[config.mk]
export PLATFORM = sky130hd
export DESIGN_NAME = decimal_to_bcd_encoder
export DESIGN_NICKNAME = d
export VERILOG_FILES = /design/src/rtl/bcd_pkg.sv /design/src/rtl/bcd_digit_fifo.sv /design/src/rtl/decimal_to_bcd_encoder.sv
export SDC_FILE = /design/constraint.sdc
export NUM_CORES = 1
export LEC_CHECK = 0
export ABC_CLOCK_PERIOD_IN_PS = 2200
export BUFFER_PORTS_ARGS = -buffer_cell sky130_fd_sc_hd__buf_2
export CAP_MARGIN = 20
export CORE_MARGIN = 10
export CORE_UTILIZATION = 40
export CTS_CLUSTER_DIAMETER = 80
export DETAILED_ROUTE_END_ITERATION = 7
export PLACE_DENSITY = 0.65
export SYNTH_ARGS = -nofsm -noshare
export SYNTH_HDL_FRONTEND = slang
export SYNTH_SLANG_ARGS = --single-unit
[constraint.sdc]
create_clock -name clk -period 2.2 [get_ports clk]
set_input_delay 0.22 -clock clk [delete_from_list [all_inputs] [get_ports clk]]
set_output_delay 0.22 -clock clk [all_outputs]
set_load 0.01 [all_outputs]
[src/rtl/bcd_pkg.sv]
// Shared BCD types and helpers for the decimal key encoder and the BCD decoder.
package bcd_pkg;

    typedef logic [3:0] bcd_digit_t;

    typedef enum logic [1:0] {
        IDLE,
        SETTLE,
        HELD,
        FAULT
    } enc_state_t;

    localparam int NUM_KEYS = 10;

    function automatic bcd_digit_t onehot10_to_bcd(input logic [NUM_KEYS-1:0] v);
        bcd_digit_t d;
        d = '0;
        for (int i = 0; i < NUM_KEYS; i++) begin
            if (v[i]) d = bcd_digit_t'(i);
        end
        return d;
    endfunction

    // Exactly one bit set: nonzero and clearing the lowest set bit leaves nothing.
    function automatic logic is_onehot10(input logic [NUM_KEYS-1:0] v);
        return (v != '0) && ((v & (v - 10'd1)) == '0);
    endfunction

endpackage

[src/rtl/bcd_digit_fifo.sv]
// Small power-of-two FIFO of BCD digits; head is read straight from storage.
module bcd_digit_fifo
    import bcd_pkg::*;
#(
    parameter int FIFO_DEPTH = 4
) (
    input  logic                            clk,
    input  logic                            rst_n,
    input  logic                            push,
    input  bcd_digit_t                      push_data,
    input  logic                            pop,
    output bcd_digit_t                      head,
    output logic                            full,
    output logic                            empty,
    output logic [$clog2(FIFO_DEPTH+1)-1:0] count
);

    localparam int AW = $clog2(FIFO_DEPTH);
    localparam int CW = $clog2(FIFO_DEPTH + 1);

    bcd_digit_t    mem [FIFO_DEPTH];
    logic [AW-1:0] wr_ptr;
    logic [AW-1:0] rd_ptr;
    logic          do_push;
    logic          do_pop;

    assign empty   = (count == '0);
    assign full    = (count == CW'(FIFO_DEPTH));
    assign do_pop  = pop && !empty;
    // A full FIFO still accepts a push when the head leaves on the same edge.
    assign do_push = push && (!full || do_pop);
    assign head    = mem[rd_ptr];

    always_ff @(posedge clk or negedge rst_n) begin
        if (!rst_n) begin
            wr_ptr <= '0;
            rd_ptr <= '0;
            count  <= '0;
            for (int i = 0; i < FIFO_DEPTH; i++) mem[i] <= '0;
        end else begin
            if (do_push) begin
                mem[wr_ptr] <= push_data;
                wr_ptr      <= wr_ptr + AW'(1);
            end
            if (do_pop) rd_ptr <= rd_ptr + AW'(1);
            case ({do_push, do_pop})
                2'b10:   count <= count + CW'(1);
                2'b01:   count <= count - CW'(1);
                default: count <= count;
            endcase
        end
    end

endmodule

[src/rtl/decimal_to_bcd_encoder.sv]
// Ten asynchronous key lines -> synchronised, debounced, validated BCD digits
// delivered through a valid/ready FIFO. One digit per press, no auto-repeat.
module decimal_to_bcd_encoder
    import bcd_pkg::*;
#(
    parameter int DEBOUNCE_CYCLES = 4,
    parameter int FIFO_DEPTH      = 4
) (
    input  logic                            clk,
    input  logic                            rst_n,
    input  logic [9:0]                      dec_in,
    output logic [3:0]                      bcd_out,
    output logic                            bcd_valid,
    input  logic                            bcd_ready,
    output logic                            key_error,
    output logic                            overflow,
    output logic [$clog2(FIFO_DEPTH+1)-1:0] fifo_count
);

    localparam int               CNT_W    = $clog2(DEBOUNCE_CYCLES + 1);
    localparam logic [CNT_W-1:0] CNT_LAST = CNT_W'(DEBOUNCE_CYCLES - 1);

    logic [9:0]       sync_meta;
    logic [9:0]       sync_vec;
    enc_state_t       state;
    logic [9:0]       snapshot;
    logic [CNT_W-1:0] cnt;
    logic             push;
    bcd_digit_t       push_digit;
    bcd_digit_t       head;
    logic             fifo_full;
    logic             fifo_empty;
    logic             pop;

    always_ff @(posedge clk or negedge rst_n) begin
        if (!rst_n) begin
            sync_meta <= '0;
            sync_vec  <= '0;
        end else begin
            sync_meta <= dec_in;
            sync_vec  <= sync_meta;
        end
    end

    // cnt counts matching samples in SETTLE and consecutive zero samples in HELD/FAULT.
    always_ff @(posedge clk or negedge rst_n) begin
        if (!rst_n) begin
            state      <= IDLE;
            snapshot   <= '0;
            cnt        <= '0;
            push       <= 1'b0;
            push_digit <= '0;
            key_error  <= 1'b0;
        end else begin
            push      <= 1'b0;
            key_error <= 1'b0;
            case (state)
                IDLE: begin
                    if (sync_vec != '0) begin
                        state    <= SETTLE;
                        snapshot <= sync_vec;
                        cnt      <= CNT_W'(1);
                    end
                end
                SETTLE: begin
                    if (sync_vec == '0) begin
                        state <= IDLE;
                        cnt   <= '0;
                    end else if (sync_vec != snapshot) begin
                        snapshot <= sync_vec;
                        cnt      <= CNT_W'(1);
                    end else if (cnt >= CNT_LAST) begin
                        cnt <= '0;
                        if (is_onehot10(snapshot)) begin
                            push       <= 1'b1;
                            push_digit <= onehot10_to_bcd(snapshot);
                            state      <= HELD;
                        end else begin
                            key_error <= 1'b1;
                            state     <= FAULT;
                        end
                    end else begin
                        cnt <= cnt + CNT_W'(1);
                    end
                end
                HELD, FAULT: begin
                    if (sync_vec != '0) begin
                        cnt <= '0;
                    end else if (cnt >= CNT_LAST) begin
                        state <= IDLE;
                        cnt   <= '0;
                    end else begin
                        cnt <= cnt + CNT_W'(1);
                    end
                end
                default: state <= IDLE;
            endcase
        end
    end

    assign pop       = bcd_ready && !fifo_empty;
    assign bcd_valid = !fifo_empty;
    assign bcd_out   = head;

    always_ff @(posedge clk or negedge rst_n) begin
        if (!rst_n) overflow <= 1'b0;
        else        overflow <= push && fifo_full && !pop;
    end

    bcd_digit_fifo #(
        .FIFO_DEPTH(FIFO_DEPTH)
    ) u_fifo (
        .clk       (clk),
        .rst_n     (rst_n),
        .push      (push),
        .push_data (push_digit),
        .pop       (pop),
        .head      (head),
        .full      (fifo_full),
        .empty     (fifo_empty),
        .count     (fifo_count)
    );

endmodule

==> flow_metrics.env, run 1 <==
export IMPL_status="complete, no violations"
export IMPL_dp_hpwl_microns=3370
export IMPL_cp_start_kind="flip-flop"
export IMPL_min_period_ps=2080
export IMPL_fp_dieW_microns=105
export IMPL_die_h_microns=105
export IMPL_core_area_sq_um=6910
export IMPL_nets=275
export IMPL_drc=0
export IMPL_hold_viol=0
export IMPL_vdd_drop_max_mv=0.654
export IMPL_port_buffers=22
export IMPL_clock_latency_ps=330
export IMPL_grt_first_pass_wirelength_microns=8310
export IMPL_vias=1702
export IMPL_setup_viol_count_final=0
export IMPL_cp_max_fo=5
export IMPL_tns_ps=0
export IMPL_rsz0062_at_grt="no"
export IMPL_cts_buffer_depth=2
export IMPL_antenna_found_initial=0
export IMPL_cp_slowest_cell="dfrtp_1"
export IMPL_netlist_area_sq_um=2890
export IMPL_async_flop_share_pct=100
export IMPL_path_class="reg -> reg"
export IMPL_synth_nets=237
export IMPL_drt_first_pass_iters=6
export IMPL_fmax_mhz=482
export IMPL_totalWireLength_microns=4710
export IMPL_cp_buffers_inverters=2
export IMPL_yosysSeqAreaShare_pct=56.3
export IMPL_stdcell_area_sq_um=3420
export IMPL_drtIter0Drc=54
export IMPL_die_area_sq_um=11000
export IMPL_fin_skew_ps=9.19
export IMPL_via_per_inst=4.81
export IMPL_maxCapViolations=0
export IMPL_placed_area_sq_um=3090
export IMPL_cts_tree="done"
export IMPL_gp_congestion=0.757
export IMPL_rows=30
export IMPL_max_slew_margin_rel_pct=46.5
export IMPL_power_leakage_nw=1.62
export IMPL_root_buffer="clkbuf_8"
export IMPL_synth_cell_types=43
export IMPL_avgSynthCellArea_sq_um=13.4
export IMPL_clk_pin_slew_ps=70
export IMPL_clock_sinks=65
export IMPL_yosysWarnings=0
export IMPL_gr_total_overflow=0
export IMPL_grt_max_degree=66
export IMPL_crit_path_max_incr_delay_ps=420
export IMPL_power_total_mw=2.87
export IMPL_syn_inst=216
export IMPL_antenna_cells=0
export IMPL_synth_seq_cells=65
export IMPL_avgRoutedWirePerCell_microns=13.3
export IMPL_critical_path_top_delay_family="simple AND/OR/NAND/NOR gates"
export IMPL_hp_class="in -> async"
export IMPL_required_ps=2450
export IMPL_drive_gt1_share_pct=30.6
export IMPL_post_cts_buffers=0
export IMPL_htree_levels=3
export IMPL_synth_edff_count=0
export IMPL_numCtsBuffers=9
export IMPL_r2r_setup_slack_ps=120
export IMPL_slew_viol_final=0
export IMPL_p_per_area_nw_per_um2=840
export IMPL_synthFlopType="dfrtp_1"
export IMPL_crit_chain="nor4b_1 > nor2b_1 > inv_1 > ha_1 > inv_1 > fa_1 > xor2_1 > nor2_1 > xor2_1"
export IMPL_worst_pin_slew_ps=803
export IMPL_io_pins=23
export IMPL_syn_to_final_growth_pct=18.4
export IMPL_arrival_ps=2330
export IMPL_grtUsageTotal_pct=9.23
export IMPL_fin_crit_sh_pct=94.3
export IMPL_start_util_pct=41.8
export IMPL_grt_pass1_vias=1796
export IMPL_endpoint_kind="flip-flop"
export IMPL_antenna_left=0
==> where the power goes <==
group          switching, mW  internal (mW)
clock network          0.421          0.726
logic                  0.157          0.178
registers              0.114           1.27
total                  0.692           2.18
==> metal layers <==
layer	share of wire, %	global-route usage, %	wire length, microns	vias to the layer above
li1	-	-	-	824
met1	43	10.1	2030	845
met2	51	15.3	2420	29
met3	4.9	4.42	231	4
met4	0.57	3.24	27	0
met5	0	0	0	-
==> state kept, by name, summed over array words and instances (netlist names) <==
register and cells:
cnt 3, key_error 1, overflow 1, push 1, push_digit 4, snapshot 10, state 2, sync_meta 10
sync_vec 10, u_fifo.count 3, u_fifo.mem 16, u_fifo.rd_ptr 2, u_fifo.wr_ptr 2
==> timing repair <==
action                    in CTS  in global routing
gates resized for setup        0                  0
hold buffers                  10                  0
hold endpoints to repair      10                  0
==> path summary, 6_finish.rpt <==
path | end | cells after the start | start
max in group asynchronous | sync_meta[9] | 2 | rst_n
max reg2reg | u_fifo.count[2] | 9 | u_fifo.count[0]
min | u_fifo.rd_ptr[0] | 2 | rst_n
min in group clk | overflow | 3 | bcd_ready
max | u_fifo.count[2] | 9 | u_fifo.count[0]
min reg2reg | sync_vec[9] | 0 | sync_meta[9]
==> final cells by class <==
type                       count  area [sq um]
fill                         640          3490
sequential                    65          1630
multi-input combinational    132          1170
timing repair buffer          34           225
clock buffer                  13           169
tap                           96           120
clock inverter                 2          60.1
inverter                      12          45.0
==> synthesized netlist by cell type (3+ instances only) <==
cell type  count  area share, %
xor2_1         4            1.2
nor2_1         8            1.0
inv_1         12            1.6
ha_1           7            3.0
nor3_1         4           0.69
a21oi_1        7            1.2
nand2_1       15            1.9
dfrtp_1       65             56
o21ai_0        7            1.2
mux2_4         4            2.1
xnor2_1       12            3.6
mux2_2        24            9.4
nand4_1        3           0.65
mux4_2         4            3.1
==> stage by stage <==
stage,std cells,setup WS [ps],utilization (%),hold WS [ps]
CTS,354,96.9,49.5,81.9
floorplan,216,77.5,-,-75.6
global route,354,3.73,49.5,102
detailed placement,329,116,44.7,329
finish,354,125,49.5,46.7
global placement,329,206,44.7,328
==> cells in the final DEF (no fill, tap or decap), drive strengths merged <==
| cell type | instances |
|---|---|
| inv | 12 |
| ha | 7 |
| o31ai | 1 |
| buf | 24 |
| dfrtp | 65 |
| o21a | 1 |
| a21oi | 7 |
| nor3 | 6 |
| mux4 | 4 |
| o211a | 1 |
| xor2 | 4 |
| a211o | 1 |
| a32o | 1 |
| dlygate4sd3 | 10 |
| mux2 | 28 |
| and4 | 1 |
| a211oi | 1 |
| bufinv | 2 |
| o21ai | 7 |
| a22o | 2 |
| nand3 | 3 |
| mux2i | 1 |
| or3 | 2 |
| nor4b | 1 |
| nand2 | 15 |
| nor4 | 3 |
| clkbuf | 13 |
| o21bai | 2 |
| xnor2 | 13 |
| fa | 1 |
| nor2 | 9 |
| nor2b | 2 |
| nand4 | 3 |
| or2 | 1 |
| and2 | 3 |
| a22oi | 1 |
==> cell families after synthesis <==
family,synth area share (%)
AOI/OAI and AO/OA,5.85
xor gates and xnor gates,5.42
adders and majority gates,3.73
buffers and inverters,3.08
DFF,56.3
muxes,14.9
and+or+nand+nor,10.7
Power figures use the tool's default switching activity.
==> run 2, diff against run 1 <==
--- a/config.mk
+++ b/config.mk
@@ -8,7 +8,6 @@
 export ABC_CLOCK_PERIOD_IN_PS = 2200
 export BUFFER_PORTS_ARGS = -buffer_cell sky130_fd_sc_hd__buf_2
 export CAP_MARGIN = 20
-export CORE_MARGIN = 10
 export CORE_UTILIZATION = 40
 export CTS_CLUSTER_DIAMETER = 80
 export DETAILED_ROUTE_END_ITERATION = 7
==> run 2 against run 1 <==
Net effect:
- flip-flop and latch count stayed put
- largest cell class unchanged
- global-route usage up 4.8 points
- worst hold slack improved by 160 ps
- final cell count increased by 0.56%
==> flow_metrics.env, run 2 (same netlist as run 1, synthesis figures left out) <==
export IMPL_p_per_area_nw_per_um2=808
export IMPL_hp_class="in -> reg"
export IMPL_largest_reg_flops=16
export IMPL_most_common_layout_cells="65 x dfrtp_1, 24 x mux2_2, 22 x buf_2"
export IMPL_drt_first_pass_iters=3
export IMPL_drc=0
export IMPL_r2r_start="u_fifo.count[0]"
export IMPL_fillers=605
export IMPL_drtIter0Drc=48
export IMPL_fp_dieW_microns=87.0
export IMPL_start_util_pct=42.0
export IMPL_fmax_mhz=498
export IMPL_cp_start_kind="flip-flop"
export IMPL_worstHoldStart="bcd_ready"
export IMPL_setup_viol_count_final=0
export IMPL_dp_cells=329
export IMPL_rsz0062_at_grt="no"
export IMPL_grt_max_degree=39
export IMPL_path_class="reg -> reg"
export IMPL_cts_buffer_depth=2
export IMPL_die_area_sq_um=7560
export IMPL_grt_pass1_vias=1713
export IMPL_post_cts_buffers=0
export IMPL_avgRoutedWirePerCell_microns=12.3
export IMPL_antenna_cells=0
export IMPL_htree_levels=3
export IMPL_min_period_ps=2010
export IMPL_port_buffers=22
export IMPL_worst_pin_slew_ps=645
export IMPL_rows=30
export IMPL_top_register="u_fifo.mem"
export IMPL_cp_max_fo=5
export IMPL_root_buffer="clkbuf_8"
export IMPL_fin_crit_sh_pct=91.4
export IMPL_slew_viol_final=0
export IMPL_grtUsageTotal_pct=14.0
export IMPL_power_leakage_nw=1.61
export IMPL_hold_viol=0
export IMPL_totalWireLength_microns=4380
export IMPL_syn_to_final_growth_pct=18.9
export IMPL_core_area_sq_um=6870
export IMPL_cts_tree="done"
export IMPL_required_ps=2450
export IMPL_pre_cts_ws_ps=94.4
export IMPL_vdd_drop_max_mv=0.455
export IMPL_maxCapViolations=0
export IMPL_nets=276
export IMPL_die_h_microns=87.0
export IMPL_antenna_found_initial=0
export IMPL_layout_cells_non_filler=356
export IMPL_vias=1676
export IMPL_status="complete, no violations"
export IMPL_final_common_cell="dfrtp_1"
export IMPL_endpoint_kind="flip-flop"
export IMPL_via_per_inst=4.71
export IMPL_setup_ws_ps=190
export IMPL_antenna_left=0
export IMPL_tns_ps=0
export IMPL_gp_congestion=0.788
export IMPL_clock_latency_ps=340
export IMPL_fin_skew_ps=9.60
export IMPL_arrival_ps=2260
export IMPL_clk_pin_slew_ps=70
export IMPL_dp_hpwl_microns=3170
export IMPL_grt_first_pass_wirelength_microns=7960
export IMPL_crit_start="u_fifo.count[0]"
export IMPL_max_slew_margin_rel_pct=57.0
export IMPL_gr_total_overflow=0
export IMPL_io_pins=23
export IMPL_drive_gt1_share_pct=31.5
export IMPL_numCtsBuffers=9
export IMPL_timing_hold_ws_ps=202
export IMPL_clock_sinks=65
run 2: metal layers:
layer	up-vias	share of wire [%]	GRT usage, %
li1	826	-	-
met5	-	0	0
met3	7	3.7	5.97
met2	25	50	23.9
met1	818	45	15.9
met4	0	1.4	4.55
run 2: critical path, cell delays in order (launching register included):
cell	delay (ps)
dfrtp_1	420
nor4b_2	320
nor2b_1	100
inv_1	80
ha_1	180
inv_1	60
fa_1	370
xor2_1	150
nor2_1	110
xor2_1	150
run 2: worst paths after layout:
path / end / slack [ps] / cells after the start
setup reg to reg: u_fifo.count[2] / 190 / 9
hold / removal: overflow / 200 / 3
max in group asynchronous: sync_meta[8] / 1140 / 3
setup / recovery: u_fifo.count[2] / 190 / 9
min in group asynchronous: u_fifo.mem[13] / 440 / 2
hold reg to reg: sync_vec[8] / 350 / 0
run 2: repair_timing:
action | in CTS | in global routing
gates resized for setup | 0 | 1
endpoints found under the hold margin | 37 | 0
hold buffers | 11 | 0
setup endpoints to repair | 0 | 1
run 2: area by class of cell:
class,count,area [sq um],area share [%]
Timing Repair Buffer,35,248,7.22
Multi-Input combinational cell,132,1180,34.3
Clock buffer,12,165,4.81
Clock inverter,4,50.0,1.46
Sequential cell,65,1630,47.4
Inverter,12,45.0,1.31
Tap cell,96,120,3.50
run 2: metrics by stage:
step	utilization, %	total power, mW	instance area [sq um]
floorplan	-	1.62	2890
global placement	45.2	1.73	3100
detailed placement	45.2	1.74	3100
CTS	49.9	2.82	3430
global route	50.0	2.94	3430
finish	50.0	2.77	3430
run 2: report_power, final:
part           switching, mW  total [mW]  internal, mW
Combinational          0.151       0.336         0.185
Clock                  0.435        1.05         0.613
Sequential             0.116        1.39          1.27
Total                  0.702        2.77          2.07
